### config.mk
export PLATFORM = sky130hd
export DESIGN_NAME = uart_tx_arbiter_flat
export DESIGN_NICKNAME = d
export VERILOG_FILES = /design/src/rtl/uart_tx_arbiter_if.sv /design/src/rtl/uart_tx_arbiter.sv /design/src/flat_wrapper.sv
export SDC_FILE = /design/constraint.sdc
export NUM_CORES = 1
export LEC_CHECK = 0
export ABC_AREA = 1
export BUFFER_PORTS_ARGS = -buffer_cell sky130_fd_sc_hd__buf_2
export CAP_MARGIN = 20
export CORE_ASPECT_RATIO = 0.75
export CORE_MARGIN = 1
export CORE_UTILIZATION = 25
export CTS_CLUSTER_DIAMETER = 40
export DETAILED_ROUTE_END_ITERATION = 10
export GPL_ROUTABILITY_DRIVEN = 0
export GPL_TIMING_DRIVEN = 0
export HOLD_SLACK_MARGIN = 0.06
export PLACE_DENSITY = 0.52
export SLEW_MARGIN = 20
export SYNTH_ARGS = -nofsm -noshare
export SYNTH_HDL_FRONTEND = slang
export SYNTH_SLANG_ARGS = --single-unit
### constraint.sdc
create_clock -name clk -period 1.28 [get_ports clk]
set_clock_uncertainty 0.2 [all_clocks]
set_input_delay 0.064 -clock clk [delete_from_list [all_inputs] [get_ports clk]]
set_output_delay 0.064 -clock clk [all_outputs]
set_load 0.01 [all_outputs]
### src/rtl/uart_tx_arbiter_if.sv
// Byte-source and transmitter signals for uart_tx_arbiter.
// The slave modport is the arbiter; the master modport is the requesters, the transmitter and the error-clear source.
interface uart_tx_arbiter_if #(
    parameter int NUM_REQ = 2,
    parameter int IDW     = 1
);
    logic [NUM_REQ-1:0]   req_valid;
    logic [8*NUM_REQ-1:0] req_data;
    logic [NUM_REQ-1:0]   req_parity;
    logic [NUM_REQ-1:0]   req_ready;
    logic [NUM_REQ-1:0]   req_done;
    logic                 tx_start;
    logic [7:0]           tx_data;
    logic                 tx_parity;
    logic                 tx_done;
    logic                 busy;
    logic [IDW-1:0]       grant_id;
    logic                 timeout_err;
    logic                 err_clr;

    modport slave (
        input  req_valid, req_data, req_parity, tx_done, err_clr,
        output req_ready, req_done, tx_start, tx_data, tx_parity, busy, grant_id, timeout_err
    );

    modport master (
        output req_valid, req_data, req_parity, tx_done, err_clr,
        input  req_ready, req_done, tx_start, tx_data, tx_parity, busy, grant_id, timeout_err
    );
endinterface

### src/rtl/uart_tx_arbiter.sv
// Round-robin arbiter sharing one UART transmitter between NUM_REQ byte sources.
// Define UART_TX_ARB_TIMEOUT_EN to enable the WAIT-state watchdog (timeout_err).
//
// state   | meaning
// IDLE    | searching for the next requester; req_ready valid here only
// START   | one-cycle tx_start pulse to the transmitter
// WAIT    | byte on the line; waiting for tx_done (or the watchdog)
// GAP     | req_done pulse; transmitter settles back to idle
module uart_tx_arbiter #(
    parameter int NUM_REQ     = 2,
    parameter int IDW         = 1,
    parameter int TIMEOUT_CYC = 65535
) (
    input  logic             clk,
    input  logic             rst,
    uart_tx_arbiter_if.slave bus
);
    localparam logic [1:0] S_IDLE  = 2'd0;
    localparam logic [1:0] S_START = 2'd1;
    localparam logic [1:0] S_WAIT  = 2'd2;
    localparam logic [1:0] S_GAP   = 2'd3;

    logic [1:0]         state;
    logic [IDW-1:0]     grant_id;
    logic [IDW-1:0]     winner;
    logic               any_valid;
    logic [7:0]         win_data;
    logic               win_par;
    logic [NUM_REQ-1:0] win_onehot;
    logic [NUM_REQ-1:0] gnt_onehot;
    logic [NUM_REQ-1:0] req_done_r;
    logic [7:0]         tx_data_r;
    logic               tx_par_r;
    logic               tmo_hit;
    logic               done_evt;

    // Scan from farthest to nearest so the requester closest after grant_id is the last assignment.
    always_comb begin
        int idx;
        idx       = 0;
        winner    = grant_id;
        any_valid = 1'b0;
        for (int k = NUM_REQ; k >= 1; k--) begin
            idx = int'(grant_id) + k;
            if (idx >= NUM_REQ) idx = idx - NUM_REQ;
            if (bus.req_valid[idx]) begin
                winner    = IDW'(idx);
                any_valid = 1'b1;
            end
        end
    end

    always_comb begin
        win_data   = 8'h00;
        win_par    = 1'b0;
        win_onehot = '0;
        gnt_onehot = '0;
        for (int i = 0; i < NUM_REQ; i++) begin
            if (winner == IDW'(i)) begin
                win_data      = bus.req_data[8*i +: 8];
                win_par       = bus.req_parity[i];
                win_onehot[i] = 1'b1;
            end
            gnt_onehot[i] = (grant_id == IDW'(i));
        end
    end

`ifdef UART_TX_ARB_TIMEOUT_EN
    logic [15:0] wait_cnt;
    logic        err_r;

    // tx_done in the same cycle suppresses the timeout.
    assign tmo_hit = (state == S_WAIT) && !bus.tx_done &&
                     (({1'b0, wait_cnt} + 17'd1) == 17'(TIMEOUT_CYC));

    always_ff @(posedge clk or posedge rst) begin
        if (rst) begin
            wait_cnt <= 16'h0000;
        end else if (state == S_START) begin
            wait_cnt <= 16'h0000;
        end else if (state == S_WAIT) begin
            wait_cnt <= wait_cnt + 16'd1;
        end
    end

    always_ff @(posedge clk or posedge rst) begin
        if (rst) begin
            err_r <= 1'b0;
        end else if (tmo_hit) begin
            err_r <= 1'b1;
        end else if (bus.err_clr) begin
            err_r <= 1'b0;
        end
    end

    assign bus.timeout_err = err_r;
`else
    logic unused_cfg;

    assign tmo_hit         = 1'b0;
    assign bus.timeout_err = 1'b0;
    assign unused_cfg      = bus.err_clr ^ (TIMEOUT_CYC == 0);
`endif

    assign done_evt = (state == S_WAIT) && (bus.tx_done || tmo_hit);

    always_ff @(posedge clk or posedge rst) begin
        if (rst) begin
            state      <= S_IDLE;
            grant_id   <= IDW'(NUM_REQ - 1);
            tx_data_r  <= 8'h00;
            tx_par_r   <= 1'b0;
            req_done_r <= '0;
        end else begin
            req_done_r <= '0;
            case (state)
                S_IDLE: begin
                    if (any_valid) begin
                        grant_id  <= winner;
                        tx_data_r <= win_data;
                        tx_par_r  <= win_par;
                        state     <= S_START;
                    end
                end
                S_START: state <= S_WAIT;
                S_WAIT: begin
                    if (done_evt) begin
                        req_done_r <= gnt_onehot;
                        state      <= S_GAP;
                    end
                end
                S_GAP:   state <= S_IDLE;
                default: state <= S_IDLE;
            endcase
        end
    end

    // Ready is masked during reset so the accept handshake never appears while rst is high.
    assign bus.req_ready = (state == S_IDLE && any_valid && !rst) ? win_onehot : '0;
    assign bus.req_done  = req_done_r;
    assign bus.tx_start  = (state == S_START);
    assign bus.tx_data   = tx_data_r;
    assign bus.tx_parity = tx_par_r;
    assign bus.busy      = (state != S_IDLE);
    assign bus.grant_id  = grant_id;
endmodule

### src/flat_wrapper.sv
// flat-port wrapper written by rule: the top's interface ports become plain ports
module uart_tx_arbiter_flat 
#(
    parameter int NUM_REQ     = 2,
    parameter int IDW         = 1,
    parameter int TIMEOUT_CYC = 65535
)
  (clk, rst, bus_req_valid, bus_req_data, bus_req_parity, bus_tx_done, bus_err_clr, bus_req_ready, bus_req_done, bus_tx_start, bus_tx_data, bus_tx_parity, bus_busy, bus_grant_id, bus_timeout_err);
  uart_tx_arbiter_if #(.NUM_REQ(NUM_REQ), .IDW(IDW)) bus_i ();
  input  logic clk;
  input  logic rst;
  input wire logic [$bits(bus_i.req_valid)-1:0] bus_req_valid;
  input wire logic [$bits(bus_i.req_data)-1:0] bus_req_data;
  input wire logic [$bits(bus_i.req_parity)-1:0] bus_req_parity;
  input wire logic [$bits(bus_i.tx_done)-1:0] bus_tx_done;
  input wire logic [$bits(bus_i.err_clr)-1:0] bus_err_clr;
  output wire logic [$bits(bus_i.req_ready)-1:0] bus_req_ready;
  output wire logic [$bits(bus_i.req_done)-1:0] bus_req_done;
  output wire logic [$bits(bus_i.tx_start)-1:0] bus_tx_start;
  output wire logic [$bits(bus_i.tx_data)-1:0] bus_tx_data;
  output wire logic [$bits(bus_i.tx_parity)-1:0] bus_tx_parity;
  output wire logic [$bits(bus_i.busy)-1:0] bus_busy;
  output wire logic [$bits(bus_i.grant_id)-1:0] bus_grant_id;
  output wire logic [$bits(bus_i.timeout_err)-1:0] bus_timeout_err;
  assign bus_i.req_valid = bus_req_valid;
  assign bus_i.req_data = bus_req_data;
  assign bus_i.req_parity = bus_req_parity;
  assign bus_i.tx_done = bus_tx_done;
  assign bus_i.err_clr = bus_err_clr;
  assign bus_req_ready = bus_i.req_ready;
  assign bus_req_done = bus_i.req_done;
  assign bus_tx_start = bus_i.tx_start;
  assign bus_tx_data = bus_i.tx_data;
  assign bus_tx_parity = bus_i.tx_parity;
  assign bus_busy = bus_i.busy;
  assign bus_grant_id = bus_i.grant_id;
  assign bus_timeout_err = bus_i.timeout_err;
  uart_tx_arbiter #(.NUM_REQ(NUM_REQ), .IDW(IDW), .TIMEOUT_CYC(TIMEOUT_CYC)) u_core (.clk(clk), .rst(rst), .bus(bus_i));
endmodule
==> out/metrics.csv <==
stage,metric,value,unit
die,overall die height,51.66,µm
cells_and_area,layout cell share with drive strength beyond 1,0.4731,
timing,fmax,577.8,MHz
logic_synthesis,Yosys cell types,19,
route,vias per std cell,4.375,
global_route,largest net degree at the start of global routing,16,
cells_and_area,Area Growth Syn to Fin,87.98,%
cells_and_area,Diodes inserted,0,
timing,worst hold slack,-322.5,ps
logic_synthesis,Mapped Area,822.0,µm²
logic_synthesis,Synth warnings,0,
route,DR iter-0 viols,19,
placement,dpl hpwl,1.598,mm
logic_synthesis,compound-cell area share of the yosys netlist,0.006088,
logic_synthesis,adder-cell share of the synthesized area,0.06088,
power,leakage,0.8591,nW
setup_path,startpoint types,flip-flop,
die,Total Die Area,3524,µm²
setup_path,CP Buf/Inv Count,3,
clock_network,CTS root buffer,clkbuf_8,
route,drt total wl,2.755,mm
setup_path,Crit. End Element,output port,
logic_synthesis,leading area contributor after synthesis,dfrtp_1,
clock_network,Worst-Skew Late Latency,240,ps
logic_synthesis,post-synth top area share,0.3957,
cells_and_area,Fill cells,279,
die,Die W,68.22,µm
setup_path,"Max FO, Critical Path",4,
timing,final period utilization,1.352,
clock_network,Clock Path Buffers,2,
setup_path,WS Path Type,flip-flop to output port,
clock_network,H-tree lvl count,1,
clock_network,cts hold-fix bufs,19,
logic_synthesis,Syn Inst Count,109,
timing,final hold viol count,13,
timing,RSZ-0062 raised after global routing,true,
logic_synthesis,largest family of logic cells by synthesized area,simple AND/OR/NAND/NOR gates,
power,pwr/cell area,2145,nW/µm²
die,Row Count,17,
route,Antenna Nets Post-Route,0,
route,WL/cell,12.30,µm
logic_synthesis,XOR/XNOR share of the synthesized area,0,
cells_and_area,Nets,215,
global_route,initial antenna violation count,0,
clock_network,TritonCTS clock tree,done,
status,failing checks,"hold timing, setup timing",
setup_path,CP top delay family,flip-flops,
setup_path,crit path DAT,1470,ps
min_path,Min-Delay Path Class,input pin to asynchronous set/reset pin,
route,detailed-route via count,980,
timing,Slew Limit Fails,0,
timing,Worst-Margin Slew,553.9,ps
logic_synthesis,post-synthesis simple-gate area fraction,0.4140,
power,Power Total,3.314,mW
logic_synthesis,post-synthesis mux area share,0,
clock_network,clk sinks,14,
setup_path,Crit-path slowest cell,dfstp_2,
setup_path,Worst Path Required,1020,ps
global_route,number of global-route vias before repair,870,
die,starting density of the core,0.2703,
timing,setup tns final,-4904,ps
setup_path,crit path cell chain,"inv_2, nand2_2, nand3_2, nand2_4, buf_6, nor2_2, buf_2",
logic_synthesis,sequential area share after synthesis,0.4277,
placement,number of buffer cells added on primary ports,38,
status,status,finished with violations,
die,standard cell core area,3042,µm²
global_route,first-pass GRT wire length,3.960,mm
global_route,GRT Total Usage,0.1566,
logic_synthesis,synthesized net count,137,
timing,final setup margin,-450.6,ps
clock_network,CTS Buf Count,3,
logic_synthesis,syn_area_per_cell,7.542,µm²
route,Initial DRT Pass Iterations,4,
logic_synthesis,Synth area leaders,"dfrtp_1, nand2_1, nand3_1, ha_1, dfstp_2",
global_route,GRT overflow,0,
timing,Rel. slew slack,0.6303,
route,Residual DRC,0,
clock_network,"CTS clk-pin slew, worst paths",60,ps
timing,Final setup viols,17,
job,Max Cap Viol,0,
timing,post-layout min period,1731,ps
setup_path,CP peak stage delay,570,ps
logic_synthesis,Seq cells post-synth,14,
die,I/O pins,41,
power,Worst IR Drop VDD,1.012,mV
## metal layers
metal | wire length [µm] | GRT usage
met1 | 1203 | 0.1905
met2 | 1333 | 0.2533
met3 | 126 | 0.04825
met4 | 92 | 0.06597
met5 | 0 | 0
## synthesized netlist by cell type
library cell  number
nand2_1           54
dfrtp_1           13
nand3_1           11
inv_1              7
ha_1               4
nand2_2            3
buf_4              2
buf_6              2
inv_2              2
nor3_1             2
conb_1             1
dfstp_2            1
nand2_4            1
nand3_2            1
nand4_2            1
nor2_1             1
nor3_2             1
o21ai_0            1
or2_2              1
## power breakdown
| part | switching [mW] | total (mW) | internal, mW |
|---|---|---|---|
| Sequential | 0.125 | 0.780 | 0.655 |
| Clock | 0.151 | 0.423 | 0.272 |
| Combinational | 1.06 | 2.11 | 1.05 |
## flip-flops by register name (all words and copies together) (netlist names)
| signal | flops |
|---|---|
| u_core.bus.tx_data | 8 |
| u_core.bus.req_done | 2 |
| u_core.state | 2 |
| u_core.bus.grant_id | 1 |
| u_core.bus.tx_parity | 1 |
## layout make-up
| cell class | count | area, µm² | area share |
|---|---|---|---|
| timing repair buffer | 73 | 535.5 | 0.3466 |
| multi-input combinational | 82 | 476.7 | 0.3085 |
| sequential | 14 | 351.6 | 0.2275 |
| clock buffer | 4 | 55.05 | 0.03563 |
| tap | 38 | 47.55 | 0.03077 |
| inverter | 9 | 41.29 | 0.02672 |
| buffer | 4 | 37.54 | 0.02429 |
## cells by family after synthesis
group | Yosys count
AO/OA/AOI/OAI | 1
adder cells (fa/ha/maj) | 4
buffers and inverters | 13
flip-flops | 14
other | 1
AND/OR/NAND/NOR | 76
## stage by stage
step | utilization | setup WS, ps | instance area (µm²) | cells
after global routing | 0.5080 | -507.5 | 1545 | 224
final | 0.5080 | -450.6 | 1545 | 224
after CTS | 0.4846 | -429.4 | 1474 | 220
after detailed placement | 0.3492 | -271.0 | 1062 | 185
after global placement | 0.3492 | -261.6 | 1062 | 185
after floorplan | - | -141.7 | 824.5 | 109
## path summary, 6_finish.rpt
check	start	endpoint	slack, ps	cells past startpoint
max	u_core.bus.grant_id	bus_req_ready[0]	-450	7
min	rst	u_core.bus.tx_data[1]	-320	2
max reg2reg	u_core.bus.grant_id	u_core.bus.tx_data[2]	-360	8
min reg2reg	u_core.bus.tx_data[6]	u_core.bus.tx_data[6]	280	2
max in group asynchronous	rst	u_core.bus.grant_id	840	2
min in group clk	bus_req_valid[0]	u_core.state[0]	30	5
## cells in the final DEF (no fill, tap or decap), drive strengths merged, types with 3 or more instances in the layout
master / netlist / layout
ha: 4 / 4
buf: 4 / 58
nand3: 12 / 12
clkbuf: 0 / 4
inv: 9 / 9
nand2: 58 / 58
dlygate4sd3: 0 / 19
nor3: 3 / 3
dfrtp: 13 / 13
## worst register-to-register path: stages (launching register included)
cell,delay (ps)
dfstp_2,570
nand2_2,110
nand3_2,100
nand2_4,60
buf_4,140
buf_6,120
buf_4,130
nand2_1,50
nand2_1,50
## timing repair
item                       4_1_cts  5_1_grt
pin swaps                        6        4
hold endpoints to repair        27       14
buffers inserted                12        4
resized for setup               19       13
cloned                           0        0
setup endpoints to repair       16       19
Power figures use the tool's default switching activity.
